**src/rtl/chip_vga_sink.sv**
```systemverilog
// chip_vga_sink: recovers pixel coordinates from a game's VGA-style output,
// checks the sync timing against the expected mode, and presents a clean,
// registered active-pixel stream once the timing has been seen to be stable.
module chip_vga_sink #(
    parameter int H_ACTIVE = 640,
    parameter int H_FP     = 16,
    parameter int H_SYNC   = 96,
    parameter int H_BP     = 48,
    parameter int V_ACTIVE = 480,
    parameter int V_FP     = 10,
    parameter int V_SYNC   = 2,
    parameter int V_BP     = 33
) (
    input  logic        clk,
    input  logic        rst,
    input  logic        pix_ce,
    input  logic [3:0]  vga_r,
    input  logic [3:0]  vga_g,
    input  logic [3:0]  vga_b,
    input  logic        vga_hs,
    input  logic        vga_vs,
    output logic        pix_valid,
    output logic [9:0]  pix_x,
    output logic [9:0]  pix_y,
    output logic [11:0] pix_rgb,
    output logic        frame_done,
    output logic        locked,
    output logic [7:0]  err_cnt
);

    localparam int H_TOTAL = H_ACTIVE + H_FP + H_SYNC + H_BP;
    localparam int V_TOTAL = V_ACTIVE + V_FP + V_SYNC + V_BP;

    // Counter landmarks; the visible window starts right after sync + back porch.
    localparam logic [9:0] H_LAST  = 10'(H_TOTAL - 1);
    localparam logic [9:0] V_LAST  = 10'(V_TOTAL - 1);
    localparam logic [9:0] H_START = 10'(H_SYNC + H_BP);
    localparam logic [9:0] H_END   = 10'(H_SYNC + H_BP + H_ACTIVE);
    localparam logic [9:0] V_START = 10'(V_SYNC + V_BP);
    localparam logic [9:0] V_END   = 10'(V_SYNC + V_BP + V_ACTIVE);
    localparam logic [9:0] X_LAST  = 10'(H_ACTIVE - 1);
    localparam logic [9:0] Y_LAST  = 10'(V_ACTIVE - 1);
    localparam logic [9:0] CNT_MAX = 10'h3FF;
    localparam logic [7:0] ERR_MAX = 8'hFF;

    typedef enum logic [1:0] {
        ST_SEEK   = 2'd0,
        ST_CHECK  = 2'd1,
        ST_LOCKED = 2'd2
    } state_t;

    // Input stage S1 and the previous S1 sync samples for edge detection
    logic [3:0]  s1_r_q, s1_r_d;
    logic [3:0]  s1_g_q, s1_g_d;
    logic [3:0]  s1_b_q, s1_b_d;
    logic        s1_hs_q, s1_hs_d;
    logic        s1_vs_q, s1_vs_d;
    logic        hs_prev_q, hs_prev_d;
    logic        vs_prev_q, vs_prev_d;

    // Timing recovery
    logic [9:0]  h_cnt_q, h_cnt_d;
    logic [9:0]  v_cnt_q, v_cnt_d;
    logic        vs_pend_q, vs_pend_d;
    logic        first_h_q, first_h_d;
    logic        first_v_q, first_v_d;

    // Lock tracking
    state_t      state_q, state_d;
    logic        dirty_q, dirty_d;
    logic [7:0]  err_cnt_q, err_cnt_d;

    // Output stage S2
    logic        pix_valid_q, pix_valid_d;
    logic [9:0]  pix_x_q, pix_x_d;
    logic [9:0]  pix_y_q, pix_y_d;
    logic [11:0] pix_rgb_q, pix_rgb_d;
    logic        frame_done_q, frame_done_d;

    // Combinational helpers
    logic        hs_fall;
    logic        vs_fall;
    logic        vs_seen;
    logic        line_err;
    logic        frame_err;
    logic        err_flag;
    logic        vs_evt;
    logic        in_active;
    logic [9:0]  x_calc;
    logic [9:0]  y_calc;

    assign hs_fall = ~s1_hs_q & hs_prev_q;
    assign vs_fall = ~s1_vs_q & vs_prev_q;
    // A vsync fall counts for the line boundary it coincides with as well.
    assign vs_seen = vs_pend_q | vs_fall;

    // Capture the game's outputs once per pixel; remember last sync levels.
    always_comb begin
        s1_r_d    = s1_r_q;
        s1_g_d    = s1_g_q;
        s1_b_d    = s1_b_q;
        s1_hs_d   = s1_hs_q;
        s1_vs_d   = s1_vs_q;
        hs_prev_d = hs_prev_q;
        vs_prev_d = vs_prev_q;
        if (pix_ce) begin
            s1_r_d    = vga_r;
            s1_g_d    = vga_g;
            s1_b_d    = vga_b;
            s1_hs_d   = vga_hs;
            s1_vs_d   = vga_vs;
            hs_prev_d = s1_hs_q;
            vs_prev_d = s1_vs_q;
        end
    end

    // Recover h/v position of the S1 pixel and flag line/frame length errors.
    always_comb begin
        h_cnt_d   = h_cnt_q;
        v_cnt_d   = v_cnt_q;
        vs_pend_d = vs_pend_q;
        first_h_d = first_h_q;
        first_v_d = first_v_q;
        line_err  = 1'b0;
        frame_err = 1'b0;
        if (pix_ce) begin
            if (hs_fall) begin
                h_cnt_d   = '0;
                first_h_d = 1'b0;
                line_err  = ~first_h_q & (h_cnt_q != H_LAST);
            end else if (h_cnt_q != CNT_MAX) begin
                h_cnt_d = h_cnt_q + 10'd1;
            end

            if (hs_fall) begin
                vs_pend_d = 1'b0;
                if (vs_seen) begin
                    v_cnt_d   = '0;
                    first_v_d = 1'b0;
                    frame_err = ~first_v_q & (v_cnt_q != V_LAST);
                end else if (v_cnt_q != CNT_MAX) begin
                    v_cnt_d = v_cnt_q + 10'd1;
                end
            end else begin
                vs_pend_d = vs_seen;
            end
        end
    end

    assign err_flag = line_err | frame_err;
    assign vs_evt   = pix_ce & vs_fall;

    // Lock FSM: a full error-free frame between two vsync falls earns lock.
    always_comb begin
        state_d = state_q;
        dirty_d = dirty_q;
        case (state_q)
            ST_SEEK: begin
                if (vs_evt) begin
                    state_d = ST_CHECK;
                    dirty_d = 1'b0;
                end
            end
            ST_CHECK: begin
                if (vs_evt) begin
                    if (dirty_q || err_flag) begin
                        dirty_d = 1'b0;
                    end else begin
                        state_d = ST_LOCKED;
                    end
                end else if (err_flag) begin
                    dirty_d = 1'b1;
                end
            end
            ST_LOCKED: begin
                if (err_flag) begin
                    state_d = ST_SEEK;
                end
            end
            default: begin
                state_d = ST_SEEK;
                dirty_d = 1'b0;
            end
        endcase
    end

    // Count timing errors seen while locked; simultaneous errors count once.
    always_comb begin
        err_cnt_d = err_cnt_q;
        if (err_flag && (state_q == ST_LOCKED) && (err_cnt_q != ERR_MAX)) begin
            err_cnt_d = err_cnt_q + 8'd1;
        end
    end

    assign in_active = (h_cnt_d >= H_START) && (h_cnt_d < H_END) &&
                       (v_cnt_d >= V_START) && (v_cnt_d < V_END);
    assign x_calc    = h_cnt_d - H_START;
    assign y_calc    = v_cnt_d - V_START;

    // Build the S2 output word; coordinates and colour hold between strobes.
    always_comb begin
        pix_valid_d  = pix_ce & (state_q == ST_LOCKED) & in_active;
        frame_done_d = pix_valid_d & (x_calc == X_LAST) & (y_calc == Y_LAST);
        pix_x_d      = pix_x_q;
        pix_y_d      = pix_y_q;
        pix_rgb_d    = pix_rgb_q;
        if (pix_valid_d) begin
            pix_x_d   = x_calc;
            pix_y_d   = y_calc;
            pix_rgb_d = {s1_r_q, s1_g_q, s1_b_q};
        end
    end

    // All state registers; reset wins over pix_ce.
    always_ff @(posedge clk) begin
        if (rst) begin
            s1_r_q       <= '0;
            s1_g_q       <= '0;
            s1_b_q       <= '0;
            s1_hs_q      <= 1'b1;
            s1_vs_q      <= 1'b1;
            hs_prev_q    <= 1'b1;
            vs_prev_q    <= 1'b1;
            h_cnt_q      <= '0;
            v_cnt_q      <= '0;
            vs_pend_q    <= 1'b0;
            first_h_q    <= 1'b1;
            first_v_q    <= 1'b1;
            state_q      <= ST_SEEK;
            dirty_q      <= 1'b0;
            err_cnt_q    <= '0;
            pix_valid_q  <= 1'b0;
            pix_x_q      <= '0;
            pix_y_q      <= '0;
            pix_rgb_q    <= '0;
            frame_done_q <= 1'b0;
        end else begin
            s1_r_q       <= s1_r_d;
            s1_g_q       <= s1_g_d;
            s1_b_q       <= s1_b_d;
            s1_hs_q      <= s1_hs_d;
            s1_vs_q      <= s1_vs_d;
            hs_prev_q    <= hs_prev_d;
            vs_prev_q    <= vs_prev_d;
            h_cnt_q      <= h_cnt_d;
            v_cnt_q      <= v_cnt_d;
            vs_pend_q    <= vs_pend_d;
            first_h_q    <= first_h_d;
            first_v_q    <= first_v_d;
            state_q      <= state_d;
            dirty_q      <= dirty_d;
            err_cnt_q    <= err_cnt_d;
            pix_valid_q  <= pix_valid_d;
            pix_x_q      <= pix_x_d;
            pix_y_q      <= pix_y_d;
            pix_rgb_q    <= pix_rgb_d;
            frame_done_q <= frame_done_d;
        end
    end

    assign pix_valid  = pix_valid_q;
    assign pix_x      = pix_x_q;
    assign pix_y      = pix_y_q;
    assign pix_rgb    = pix_rgb_q;
    assign frame_done = frame_done_q;
    assign locked     = (state_q == ST_LOCKED);
    assign err_cnt    = err_cnt_q;

endmodule

```
**config.mk**
```make
export PLATFORM = sky130hd
export DESIGN_NAME = chip_vga_sink
export DESIGN_NICKNAME = d
export VERILOG_FILES = /design/src/rtl/chip_vga_sink.sv
export SDC_FILE = /design/constraint.sdc
export NUM_CORES = 1
export LEC_CHECK = 0
export BUFFER_PORTS_ARGS = -buffer_cell sky130_fd_sc_hd__buf_2
export CELL_PAD_IN_SITES_DETAIL_PLACEMENT = 1
export CELL_PAD_IN_SITES_GLOBAL_PLACEMENT = 2
export CORE_MARGIN = 5
export CORE_UTILIZATION = 31
export DETAILED_ROUTE_END_ITERATION = 10
export GPL_TIMING_DRIVEN = 0
export PLACE_DENSITY_LB_ADDON = 0.1
export SLEW_MARGIN = 40
export SYNTH_ARGS = -nofsm -noshare
export SYNTH_HDL_FRONTEND = slang
export SYNTH_SLANG_ARGS = --single-unit
```
**constraint.sdc**
```tcl
create_clock -name clk -period 3.1 [get_ports clk]
set_clock_uncertainty 0.05 [all_clocks]
set_input_delay 0.155 -clock clk [delete_from_list [all_inputs] [get_ports clk]]
set_output_delay 0.155 -clock clk [all_outputs]
set_load 0.02 [all_outputs]
```
==> impl_results.md <==
* Violated checks: setup timing
* Fraction of layout cells with a size suffix above 1 at ~31%
* FF+latch count, synth at between 80 and 90
* Post-synth cell types at about 70
* CTS max path bufs at 2
* Clk_lat worst skew at around 0.35 ns
* Unrepaired setup endpoints after global routing: true
* First-iteration detailed-routing DRC count at roughly 160
* Final hold vios at 0
* WP data arrival at approximately 3.5 ns
* Number of port buffers at between 50 and 60
* Critical Path End Type: register
* Power share of the clock group at just under 50%
* Gr ovfl total at 0
* Initial Util at a little under a third
* Crit-path max FO at 5
* Least-Margin Pin Slew at 0.794 ns
* Layout net count at approximately 640
* Final antenna-violating net count at 0
* Routability cong. at about 0.83
* Max_slew headroom at approximately 47%
* Status: finished with violations
* CTS sink cnt at 84
* Post-synth EDFFs at 0
* Net load switching power at between 0.5 and 0.6 mW
* Pwr Total at between 2 and 2.5 mW
* Pwr dens at 424 nW/um^2
* Detailed Route WL at approximately 15,000 um
* HPWL after DPL at ~11,000 um
* Mapped cell area at around 4300 um^2
* TNS Setup at -4.56 ns
* Req. time, crit path at 3.30 ns
* Final Setup Violations at 33
* Via density at 5.34
* Drt wl/cell at between 15 and 20 um
* Htree depth at 3
* Ys async rst share at 0%
* Vias at ~4,300
* Total track usage at 19.1%
* Clock slew at reported path FFs at ~0.06 ns
* Post-synthesis sequential area ratio at 39.0%
* Max VDD drop at 0.366 mV
* First-pass GRT wire length at ~24,000 um
* Mapped Nets at 527
* Max_cap viols at 0
* Syn avg cell area at 8.60 um^2
* Main synth FF type: dfxtp_1
* Final critical-path required period at 3.28 ns
* Inserted Diodes at 0
* Hold WC Path Type: input port to register
* Number of global-route vias before repair at 4,449
* Die Ht at around 130 um
* Cell Rows at 43
* Area growth syn-to-layout at 36.3%
* Initial antenna violation count at 0
* Io pins at 60
* Pint at slightly below 2 mW
* Static leakage at roughly 2.4 nW
* WS Path Type: register to register
* Cells after synthesis at around 500
* Final setup margin at -0.183 ns
* DRC violations left at 0
* Drt first pass iters at 4
* CORE AREA at about 14,000 um^2
* Net Sw Frac at between 20% and 30%
* Max-slew violations at 0
* Die Wd at 128 um
* CTS tree: done
* Warning count from the yosys run at 0
* Die area at between 15,000 and 20,000 um^2
* Fmax at ~0.30 GHz
* Num CTS Buffers at 9
* Clock root buffer: clkbuf_16
* Final Cycle Share at 106%
* Power share of the combinational group at about 6.2%
* Startpoint Class: register
* Largest net degree at the start of global routing at 15
* Power share of the sequential group at between 40 and 50%
-- power groups by stage --
| stage | clock network [mW] | registers [mW] | logic [mW] |
|---|---|---|---|
| 2_1_floorplan | 0 | 1.13 | 0.0821 |
| 3_3_place_gp | 0 | 1.14 | 0.128 |
| 3_5_place_dp | 0 | 1.14 | 0.130 |
| 4_1_cts | 1.26 | 1.11 | 0.153 |
| 5_1_grt | 1.30 | 1.12 | 0.171 |
| 6_report | 1.22 | 1.12 | 0.156 |
-- logic make-up (layout without fill, tap and decap cells) --
| group | after synthesis | count (layout) | share of synthesized area [%] |
|---|---|---|---|
| AND/OR/NAND/NOR | 190 | 190 | 23.9 |
| AO/OA/AOI/OAI | 132 | 132 | 20.9 |
| flip-flops | 84 | 84 | 39.0 |
| buffers and inverters | 46 | 163 | 4.82 |
| XOR/XNOR | 20 | 20 | 4.06 |
| multiplexers | 20 | 20 | 4.76 |
| adder cells (fa/ha/maj) | 9 | 9 | 2.61 |
-- per-layer routing --
layer / part of all wire (%) / global-route usage (%) / routed length, um / vias to the layer above
li1: - / - / - / 2077
met1: 47 / 25.3 / 7260 / 2090
met2: 46 / 30.2 / 7050 / 67
met3: 4.3 / 4.08 / 661 / 28
met4: 2.8 / 7.62 / 438 / 0
met5: 0 / 0 / 0 / -
-- critical path: stages (launching register included) --
cell and delay, ns:
dfxtp_4 0.36, nand3b_1 0.22, buf_6 0.16, a31oi_4 0.24
nor2_2 0.06, a21oi_2 0.15, nor2_2 0.07, ha_2 0.20
inv_2 0.06, o41ai_2 0.07, a31oi_2 0.21, and3_1 0.18
nand3b_1 0.17, a221oi_4 0.42, buf_6 0.20, buf_8 0.13
a21oi_2 0.05, a311oi_1 0.19
-- placed cells by master (no fill, tap or decap), drive strengths merged, types with 10 or more instances in the layout --
cell type    synthesis  routed
o21ai               25      25
clkbuf              18      32
nor2b               16      16
nor3                24      24
xor2                11      11
dfxtp               84      84
inv                 12      13
nand3               28      28
a211oi              10      10
mux2i               16      16
nand4               17      17
dlygate4sd3          0      10
a21oi               45      45
nor2                48      48
buf                 16     105
nand2               17      17
-- timing repair --
item / 4_1_cts / 5_1_grt
pin swaps: 22 / 15
setup endpoints to repair: 34 / 34
setup buffers: 27 / 2
endpoints found under the hold margin: 10 / 0
gates resized for setup: 67 / 23
cloned: 1 / 2
hold buffers: 10 / 0
-- state kept, by name, indices dropped and copies added (netlist names) --
register,cells
frame_done,1
s1_vs_q,1
v_cnt_q,10
hs_prev_q,1
s1_g_q,4
s1_r_q,4
first_h_q,1
s1_b_q,4
first_v_q,1
pix_y,10
pix_valid,1
state_q,2
vs_prev_q,1
vs_pend_q,1
h_cnt_q,10
err_cnt,8
pix_x,10
dirty_q,1
s1_hs_q,1
pix_rgb,12
-- layout make-up --
class,instances,area (um^2)
timing repair buffer,101,702
clock inverter,4,80.1
multi-input combinational,371,2640
inverter,12,45.0
buffer,34,233
clock buffer,12,256
fill,1656,7900
tap,180,225
sequential,84,1690
-- worst paths after layout --
| kind | start | end | slack [ns] | cells after the start |
|---|---|---|---|---|
| worst min-delay path | vga_g[3] | s1_g_q[3]$_SDFFE_PP0P_ | 0.007 | 3 |
| worst max-delay path | s1_hs_q$_SDFFE_PP1P_ | pix_x[6]$_SDFFE_PP0P_ | -0.18 | 17 |
| worst max register to register | s1_hs_q$_SDFFE_PP1P_ | pix_x[6]$_SDFFE_PP0P_ | -0.18 | 17 |
| worst min register to register | first_h_q$_SDFFE_PP1P_ | first_h_q$_SDFFE_PP1P_ | 0.41 | 1 |
-- per-stage QoR --
| step | utilization [%] | hold slack, ns | setup slack (ns) | area [um^2] | std cells |
|---|---|---|---|---|---|
| after global placement | 35.3 | 0.316 | -0.810 | 4870 | 740 |
| after CTS | 41.5 | 0.00137 | -0.0912 | 5720 | 794 |
| after detailed placement | 35.3 | 0.314 | -0.875 | 4870 | 740 |
| after global routing | 42.7 | 0.0144 | -0.349 | 5880 | 798 |
| after floorplan | - | 0.197 | -0.0405 | 4350 | 501 |
| final | 42.7 | 0.00651 | -0.183 | 5880 | 798 |
-- cells in the mapped netlist, types with 3 or more instances --
master | count | share of area, %
a211o_1 | 4 | 0.81
a211oi_1 | 9 | 1.6
a21o_1 | 3 | 0.52
a21oi_1 | 42 | 4.9
a21oi_2 | 3 | 0.61
a311oi_1 | 8 | 1.6
a31oi_1 | 7 | 1.0
and3_1 | 9 | 1.3
buf_2 | 10 | 1.2
clkbuf_1 | 18 | 1.6
dfxtp_1 | 84 | 39
ha_1 | 9 | 2.6
inv_1 | 12 | 1.0
mux2_1 | 3 | 0.78
mux2i_1 | 16 | 3.7
nand2_1 | 16 | 1.4
nand2b_1 | 4 | 0.58
nand3_1 | 28 | 3.3
nand3b_1 | 5 | 0.87
nand4_1 | 15 | 2.2
nor2_1 | 48 | 4.2
nor2b_1 | 16 | 2.3
nor3_1 | 22 | 2.6
nor4_1 | 4 | 0.58
o211ai_1 | 4 | 0.70
o21ai_0 | 23 | 2.7
or3_1 | 3 | 0.44
or4_1 | 3 | 0.52
xnor2_1 | 9 | 1.8
xor2_1 | 11 | 2.2
(Power assumes the default switching activity.)
